<file path="src/rtl/dmem_responder.sv">
// Purpose: serialized load/store data memory behind valid/ready request and response channels.
// Latency: RSP_VALID rises LATENCY+1 edges after acceptance; requests are not pipelined.
// Backpressure: REQ_READY is high only in IDLE; the response is held until RSP_READY.
//
// Ports:
//   CLK, RST_N        clock, asynchronous active-low reset
//   REQ_VALID/READY   request handshake; REQ_WE, REQ_ADDR, REQ_SIZE, REQ_UNSIGNED, REQ_WDATA
//                     are sampled only on the acceptance edge
//   RSP_VALID/READY   response handshake; RSP_RDATA (load result), RSP_ERR (misaligned)
module dmem_responder #(
  parameter int DEPTH_LOG2 = 5,
  parameter int LATENCY    = 2
) (
  input  logic                  CLK,
  input  logic                  RST_N,
  input  logic                  REQ_VALID,
  output logic                  REQ_READY,
  input  logic                  REQ_WE,
  input  logic [DEPTH_LOG2+2:0] REQ_ADDR,
  input  logic [1:0]            REQ_SIZE,
  input  logic                  REQ_UNSIGNED,
  input  logic [63:0]           REQ_WDATA,
  output logic                  RSP_VALID,
  input  logic                  RSP_READY,
  output logic [63:0]           RSP_RDATA,
  output logic                  RSP_ERR
);

  localparam int AW     = DEPTH_LOG2 + 3;
  localparam int NWORDS = 1 << DEPTH_LOG2;
  localparam logic [3:0] CNT_INIT = (LATENCY > 0) ? 4'(LATENCY - 1) : 4'd0;

  typedef enum logic [1:0] {
    IDLE = 2'd0,
    WAIT = 2'd1,
    RESP = 2'd2
  } state_t;

  state_t          state_q, state_d;
  logic [3:0]      cnt_q, cnt_d;
  logic            we_q;
  logic [AW-1:0]   addr_q;
  logic [1:0]      size_q;
  logic            uns_q;
  logic [63:0]     wdata_q;
  logic [63:0]     rdata_q, rdata_d;
  logic            err_q, err_d;

  logic [63:0]     mem_q [NWORDS];

  logic            accept;
  logic            commit;
  logic            mem_we;

  // Commit operands: with zero wait states the commit happens on the
  // acceptance edge itself, so the live request fields are used while IDLE.
  logic            c_we;
  logic [AW-1:0]   c_addr;
  logic [1:0]      c_size;
  logic            c_uns;
  logic [63:0]     c_wdata;

  logic [DEPTH_LOG2-1:0] c_idx;
  logic [2:0]      c_off;
  logic [5:0]      sh_amt;
  logic            misaligned;
  logic [63:0]     rd_word;
  logic [63:0]     rd_shift;
  logic [63:0]     load_val;
  logic [7:0]      size_mask;
  logic [7:0]      byte_en;
  logic [63:0]     bit_mask;
  logic [63:0]     wr_shift;
  logic [63:0]     merged;

  always_comb begin
    if (state_q == IDLE) begin
      c_we    = REQ_WE;
      c_addr  = REQ_ADDR;
      c_size  = REQ_SIZE;
      c_uns   = REQ_UNSIGNED;
      c_wdata = REQ_WDATA;
    end else begin
      c_we    = we_q;
      c_addr  = addr_q;
      c_size  = size_q;
      c_uns   = uns_q;
      c_wdata = wdata_q;
    end
  end

  assign c_idx  = c_addr[AW-1:3];
  assign c_off  = c_addr[2:0];
  assign sh_amt = {c_off, 3'b000};

  always_comb begin
    misaligned = 1'b0;
    case (c_size)
      2'd1:    misaligned = c_off[0];
      2'd2:    misaligned = |c_off[1:0];
      2'd3:    misaligned = |c_off;
      default: misaligned = 1'b0;
    endcase
  end

  // Load path: bring the addressed bytes down to bit 0, then extend.
  assign rd_word  = mem_q[c_idx];
  assign rd_shift = rd_word >> sh_amt;

  always_comb begin
    load_val = 64'd0;
    case (c_size)
      2'd0:    load_val = c_uns ? {56'd0, rd_shift[7:0]}
                                : {{56{rd_shift[7]}}, rd_shift[7:0]};
      2'd1:    load_val = c_uns ? {48'd0, rd_shift[15:0]}
                                : {{48{rd_shift[15]}}, rd_shift[15:0]};
      2'd2:    load_val = c_uns ? {32'd0, rd_shift[31:0]}
                                : {{32{rd_shift[31]}}, rd_shift[31:0]};
      default: load_val = rd_shift;
    endcase
  end

  // Store path: byte-enable read-modify-write of the addressed word. An
  // aligned access never crosses the word, so the shifted mask stays in range.
  always_comb begin
    size_mask = 8'h00;
    case (c_size)
      2'd0:    size_mask = 8'h01;
      2'd1:    size_mask = 8'h03;
      2'd2:    size_mask = 8'h0F;
      default: size_mask = 8'hFF;
    endcase
  end

  assign byte_en  = size_mask << c_off;
  assign wr_shift = c_wdata << sh_amt;

  always_comb begin
    bit_mask = 64'd0;
    for (int i = 0; i < 8; i++) begin
      bit_mask[8*i +: 8] = {8{byte_en[i]}};
    end
  end

  assign merged = (rd_word & ~bit_mask) | (wr_shift & bit_mask);

  always_comb begin
    state_d = state_q;
    cnt_d   = cnt_q;
    rdata_d = rdata_q;
    err_d   = err_q;
    accept  = 1'b0;
    commit  = 1'b0;
    case (state_q)
      IDLE: begin
        if (REQ_VALID) begin
          accept = 1'b1;
          if (LATENCY == 0) begin
            commit  = 1'b1;
            state_d = RESP;
          end else begin
            cnt_d   = CNT_INIT;
            state_d = WAIT;
          end
        end
      end
      WAIT: begin
        if (cnt_q == 4'd0) begin
          commit  = 1'b1;
          state_d = RESP;
        end else begin
          cnt_d = cnt_q - 4'd1;
        end
      end
      RESP: begin
        if (RSP_READY) begin
          rdata_d = 64'd0;
          err_d   = 1'b0;
          state_d = IDLE;
        end
      end
      default: state_d = IDLE;
    endcase
    if (commit) begin
      err_d   = misaligned;
      rdata_d = (misaligned || c_we) ? 64'd0 : load_val;
    end
  end

  always_ff @(posedge CLK or negedge RST_N) begin
    if (!RST_N) begin
      state_q <= IDLE;
      cnt_q   <= 4'd0;
      rdata_q <= 64'd0;
      err_q   <= 1'b0;
      we_q    <= 1'b0;
      addr_q  <= '0;
      size_q  <= 2'd0;
      uns_q   <= 1'b0;
      wdata_q <= 64'd0;
    end else begin
      state_q <= state_d;
      cnt_q   <= cnt_d;
      rdata_q <= rdata_d;
      err_q   <= err_d;
      if (accept) begin
        we_q    <= REQ_WE;
        addr_q  <= REQ_ADDR;
        size_q  <= REQ_SIZE;
        uns_q   <= REQ_UNSIGNED;
        wdata_q <= REQ_WDATA;
      end
    end
  end

  // Storage is not reset; the write enable is qualified with RST_N so an
  // edge arriving while reset is held can never commit a store.
  assign mem_we = commit && c_we && !misaligned && RST_N;

  always_ff @(posedge CLK) begin
    if (mem_we) begin
      mem_q[c_idx] <= merged;
    end
  end

  assign REQ_READY = (state_q == IDLE);
  assign RSP_VALID = (state_q == RESP);
  assign RSP_RDATA = rdata_q;
  assign RSP_ERR   = err_q;

endmodule

</file>
<file path="config.mk">
export PLATFORM = sky130hd
export DESIGN_NAME = dmem_responder
export DESIGN_NICKNAME = d
export VERILOG_FILES = /design/src/rtl/dmem_responder.sv
export SDC_FILE = /design/constraint.sdc
export NUM_CORES = 2
export LEC_CHECK = 0
export CAP_MARGIN = 40
export CORE_MARGIN = 2
export CORE_UTILIZATION = 40
export DETAILED_ROUTE_END_ITERATION = 10
export GPL_ROUTABILITY_DRIVEN = 0
export PLACE_DENSITY_LB_ADDON = 0.3
export SETUP_SLACK_MARGIN = 0.05
export SYNTH_ARGS = -nofsm -noshare
export SYNTH_HDL_FRONTEND = slang
export SYNTH_SLANG_ARGS = --single-unit
</file>
<file path="constraint.sdc">
create_clock -name CLK -period 6.2 [get_ports CLK]
set_clock_uncertainty 0.05 [all_clocks]
set_input_delay 1.24 -clock CLK [delete_from_list [all_inputs] [get_ports CLK]]
set_output_delay 1.24 -clock CLK [all_outputs]
set_load 0.01 [all_outputs]
</file>
=== Yosys cells after proc, flatten, opt, wreduce, memory -nomap -nowiden ===
Memories as Yosys holds them, arrays and structs flattened.
Index checks and enable logic that the tools add are counted.

* Equal/unequal tests: 9
* Reductions and logical operators: 16
* Mux-type cells: 31
* Shifts and indexed selects: 3
* Add/subtract/negate cells: 1
* Bitwise operators: 4

{| class="wikitable"
|+ Operator list
! operator !! count
|-
| 64-bit two-way mux || 8
|-
| 64-bit case mux with 3 select lines || 1
|-
| 64-bit bitwise AND || 2
|-
| 64-bit NOT || 1
|-
| 64-bit bitwise OR || 1
|-
| 64-bit by 6-bit << shifter with 64-bit output || 1
|-
| 64-bit by 6-bit >> shifter with 64-bit output || 1
|-
| 8-bit case mux with 3 select lines || 1
|-
| 1-bit two-way mux || 11
|-
| 2-bit two-way mux || 4
|-
| 4-bit two-way mux || 2
|-
| 8-bit two-way mux || 1
|-
| 4-bit case mux with 2 select lines || 1
|-
| 8-bit by 3-bit << shifter with 8-bit output || 1
|-
| 2-bit == test, second input constant || 3
|-
| 2-bit inequality test, second input constant || 3
|-
| 2-bit case mux with 3 select lines || 1
|-
| 3-bit AND reduction || 2
|-
| 2-bit nonzero test || 3
|-
| 2-bit by 1-bit == test with 1-bit output, second input constant || 2
|-
| 2-bit logical NOT || 2
|-
| 4-bit logical NOT || 1
|-
| 4-bit by 1-bit subtractor with 4-bit output, second input constant || 1
|-
| 1-bit logical AND || 3
|-
| other kinds (7) || 7
|}

* Input bits: 80
* Memories: 1
* Flip-flop bits (word level): 147
* Output and inout bits: 67
* Logic and storage cells: 74
* RAM bits: 2048

{| class="wikitable"
|+ Memory list
! name !! depth !! width !! read ports !! clocked after Yosys merged registers in !! wr ports !! line !! RTL
|-
| mem_q || 32 || 64 || 1 || 0 || 1 || 49 || <nowiki>logic [63:0] mem_q [NWORDS];</nowiki>
|}

=== Depth between registers and ports, before layout ===
* Depth after elaboration: 9
* Mapped depth: 17

=== Worst setup path before layout ===
Ideal clock, no wire load.

* Path kind: input to register
* From: input REQ_ADDR[3]
* To: memory mem_q[0][0], enable pin
* Buffers on the path: 2
* Library setup time: 0.487 ns
* Setup slack: 0.383 ns
* Data arrival time: 5.280 ns
* Stages on the path: 6
* Cells stage by stage: or4_1 > o31ai_1 > buf_2 > buf_1 > nand2_1 > nor2_1

* Cells in the longest elaborated chain, start to end: 1

{| class="wikitable"
|+ RTL lines
! item !! line !! RTL
|-
| start: declaration || 19 || <nowiki>input logic [DEPTH_LOG2+2:0] REQ_ADDR,</nowiki>
|-
| 8-bit two-way mux || 77 || <nowiki>if (state_q == IDLE) begin</nowiki>
|-
| end: declaration || 49 ||
|}

Every way passes these cells.

=== Worst setup path after layout ===
* From: register state_q[0]
* To: register rdata_q[10], in the netlist RSP_RDATA[10]

* Cells in the longest elaborated chain, start to end: 8

{| class="wikitable"
|+ RTL lines
! item !! line !! RTL
|-
| start: declaration || 39 || <nowiki>state_t state_q, state_d;</nowiki>
|-
| start signal: assignment || 202 || <nowiki>state_q <= state_d;</nowiki>
|-
| 2-bit logical NOT || 77 ||
|-
| 8-bit two-way mux || 77 ||
|-
| memory read 32 x 64 bit || - ||
|-
| 64-bit by 6-bit >> shifter with 64-bit output || 108 || <nowiki>assign rd_shift = rd_word >> sh_amt;</nowiki>
|-
| 64-bit two-way mux, on equally long branches || 117, 113, 115 ||
|-
| 64-bit case mux with 3 select lines || 112 || <nowiki>case (c_size)</nowiki>
|-
| 64-bit two-way mux || 186 || <nowiki>rdata_d = (misaligned || c_we) ? 64'd0 : load_val;</nowiki>
|-
| 64-bit two-way mux || 184 || <nowiki>if (commit) begin</nowiki>
|-
| end signal: assignment || 204 || <nowiki>rdata_q <= rdata_d;</nowiki>
|-
| end: declaration || 46 || <nowiki>logic [63:0] rdata_q, rdata_d;</nowiki>
|}

Parallel ways exist; a longest one is shown, timed or not.
A chain may end at the register's enable or synchronous reset.

==> summary.txt <==
Worst setup path
  • Buf/Inv on CP: 3
  • Slowest stage delay, CP: 610 ps
  • Worst path slowest cell: buf_4
  • Worst setup EP type: register
  • Crit-path leading delay family: simple AND/OR/NAND/NOR gates
  • Worst Path Max Fanout: a little under 60
  • CP Data Arrival Time: 6030 ps
  • CP Class: reg2reg
  • CP Data Required Time: between 6000 and 7000 ps
  • Worst reg2reg setup slack: about 850 ps
  • Critical path cell sequence: or2_4 > buf_4 > mux2_4 > nor2_4 > buf_12 > buf_4 > o21ai_0 > nand4_1 > nor2_1 > a21oi_1 > mux2i_1 > mux2i_1 > o211ai_1
  • CP Launch Type: register

Timing
  • RSZ-0062 raised after global routing: false
  • Pin slew with the least headroom to its limit: 1184 ps
  • Number of hold violations in the final report: 0
  • Worst rel slew slack: 21.07%
  • Setup TNS: 0 ps
  • Final setup margin: 852.5 ps
  • Final-report max-slew violation count: 0
  • Period utilization: a little under nine tenths
  • Min Tclk post-route: 5348 ps
  • Max Fclk: around 190 MHz
  • Final setup viols: 0

Floorplan
  • Initial Utilization: 40.20%
  • Die Ht: 465.2 um
  • I/O pin count: 147
  • Core Area: between 200000 and 250000 sq um
  • Row cnt: ~170
  • Die width: 465.2 um
  • Die area: ~220000 sq um

Global route
  • Grt total ovfl: 0
  • Largest net degree at the start of global routing: 84
  • Total GRT Usage: roughly a quarter
  • Vias in the first global route: 52770
  • Global-route wire length before repair: 400000 um
  • Initial antenna violation count: 8

CTS
  • Clk slew on worst S/H paths: about 60 ps
  • PostCTS Resize Cnt: 0
  • Clock sink count: 2195
  • CTS Buffer Depth: 3
  • Post-CTS Setup Bufs: 0
  • Root Driver: clkbuf_16
  • Total CTS buffers: 213
  • Cts hold-fix bufs: 0
  • TritonCTS clock tree: built
  • Htree depth: 4
  • Clock Latency Late Sink: 890 ps

Synthesis
  • Yosys reg bits: 2195
  • Post-synth ARST share: 6.697%
  • Syn Inst Count: 5467
  • Mapped Nets: 5549
  • Warnings from Yosys: 0
  • Post-synthesis cell area: between 80000 and 90000 sq um
  • Most common flop cell mapped by yosys: edfxtp_1
  • Sequential area share after synthesis: between 70% and 80%
  • Synth cell types: 70
  • Post-synth EDFFs: 2048
  • Synthesized area per cell: between 15 and 20 sq um

Layout
  • Final #Nets: 5861
  • Fill count: 17990
  • Final Core Density: 46.74%
  • Fraction of layout cells with a size suffix above 1: around 15%
  • Layout Area Growth over Synthesis: 16.27%

Drt
  • DR vias: between 50000 and 60000
  • First drt pass iteration count: 9
  • DRT antenna net count: 0
  • 1st-iter DRT viols: 8701
  • Vias per cell: 6.340
  • WL/cell: 32.42 um
  • Post-Route WL: 284700 um
  • DRC: 0

Placed design
  • IO Port Bufs: approximately 150
  • Place WS: 641.5 ps
  • Post-detail-place hpwl: between 150000 and 200000 um

Run
  • Max Cap Viol: 0

Worst hold path
  • Hold Crit Class: in2async

Status
  • Status: complete, no violations
[final cells by class]
class | count | area (sq um) | area share, %
Clock inverter | 112 | 939.7 | 0.9498
Sequential cell | 2195 | 65180 | 65.89
Inverter | 6 | 22.52 | 0.02276
Multi-Input combinational cell | 2861 | 18320 | 18.51
Timing Repair Buffer | 502 | 5223 | 5.279
Antenna cell | 7 | 17.52 | 0.01771
Clock buffer | 279 | 5702 | 5.763
Tap cell | 2821 | 3530 | 3.568
[final timing paths]
path,cells past startpoint,end,startpoint
max,13,RSP_RDATA[10],state_q[0]
min,1,wdata_q[7],RST_N
max reg2reg,13,RSP_RDATA[10],state_q[0]
min reg2reg,1,cnt_q[0],cnt_q[0]
max in group asynchronous,2,addr_q[0],RST_N
min in group CLK,1,cnt_q[0],cnt_q[0]
[stage by stage]
stage	instance area [sq um]	instances	hold WS [ps]
finish	98930	8783	192.6
global route	98920	8777	194.0
CTS	98870	8771	177.4
detailed placement	92230	8380	437.7
global placement	91770	8351	421.0
floorplan	85090	5467	405.3
[synth_stat cells, types with 108 or more instances]
cell type	n	share of area, %
o21ai_0	407	2.4
edfxtp_1	2048	72
o21ai_1	224	1.3
nor2_1	168	0.74
o22ai_1	950	7.0
buf_2	164	0.96
nand2_1	184	0.81
mux2_2	108	1.4
a21oi_1	124	0.73
nand4_1	122	0.90
clkbuf_1	140	0.62
dfrtp_1	147	4.3
[flip-flops by register name (all words and copies together), names as in the netlist]
register	cells
we_q	1
state_q	2
RSP_RDATA	64
mem_q	2048
size_q	2
addr_q	8
RSP_ERR	1
wdata_q	64
cnt_q	4
uns_q	1
[worst reg2reg max path, cell delays in order, from the launching register on]
cell	delay (ps)
dfrtp_1	550
or2_4	600
buf_4	640
mux2_4	440
nor2_4	550
buf_12	380
buf_4	390
o21ai_0	160
nand4_1	320
nor2_1	120
a21oi_1	350
mux2i_1	140
mux2i_1	370
o211ai_1	150
[layer usage]
metal / vias to the layer above / global-route usage [%] / share of wire [%]
met2: 3517 / 38.40 / 45
met1: 28560 / 35.45 / 39
met3: 575 / 6.212 / 12
met4: 2 / 11.57 / 4.9
met5: - / 0 / 0.0046
li1: 23040 / - / -
[placed cells by master, fill, tap and decap left out, types with 10 or more instances in the layout]
master           synthesis  final
edfxtp_1              2048   2048
o22ai_1                950    950
o21ai_0                407    389
buf_4                   38    258
o21ai_1                224    232
clkbuf_16                0    216
nand2_1                184    180
dfrtp_1                147    146
clkdlybuf4s50_1          0    144
nor2_1                 168    127
nand4_1                122    122
mux2_2                 108    108
a21oi_1                124    105
nor3_1                  85     85
mux2i_1                 85     83
buf_12                   0     68
clkbuf_1               140     57
a22o_1                  56     56
a211oi_1                54     54
a221oi_1                49     49
clkinv_2                 0     45
nor2_4                   0     38
nor2b_1                 38     38
clkinv_1                 0     37
o211ai_1                32     32
a21oi_2                  3     21
or3_1                   17     17
a22oi_1                 17     17
a32oi_1                 17     17
buf_8                    1     17
a31oi_1                 10     10
[kinds of logic (layout without fill, tap and decap cells)]
family	after synthesis	after routing	share of synthesized area, %
flip-flops	2195	2195	76.60
AND/OR/NAND/NOR	658	658	3.775
buffers and inverters	411	899	2.625
other	0	7	0
XOR/XNOR	1	1	0.01030
multiplexers	200	200	2.567
adder cells (fa/ha/maj)	2	2	0.02940
AO/OA/AOI/OAI	2000	2000	14.39
Power is not shown: default switching activity piles up to over one toggle a cycle in this logic, so the estimate is an artifact.
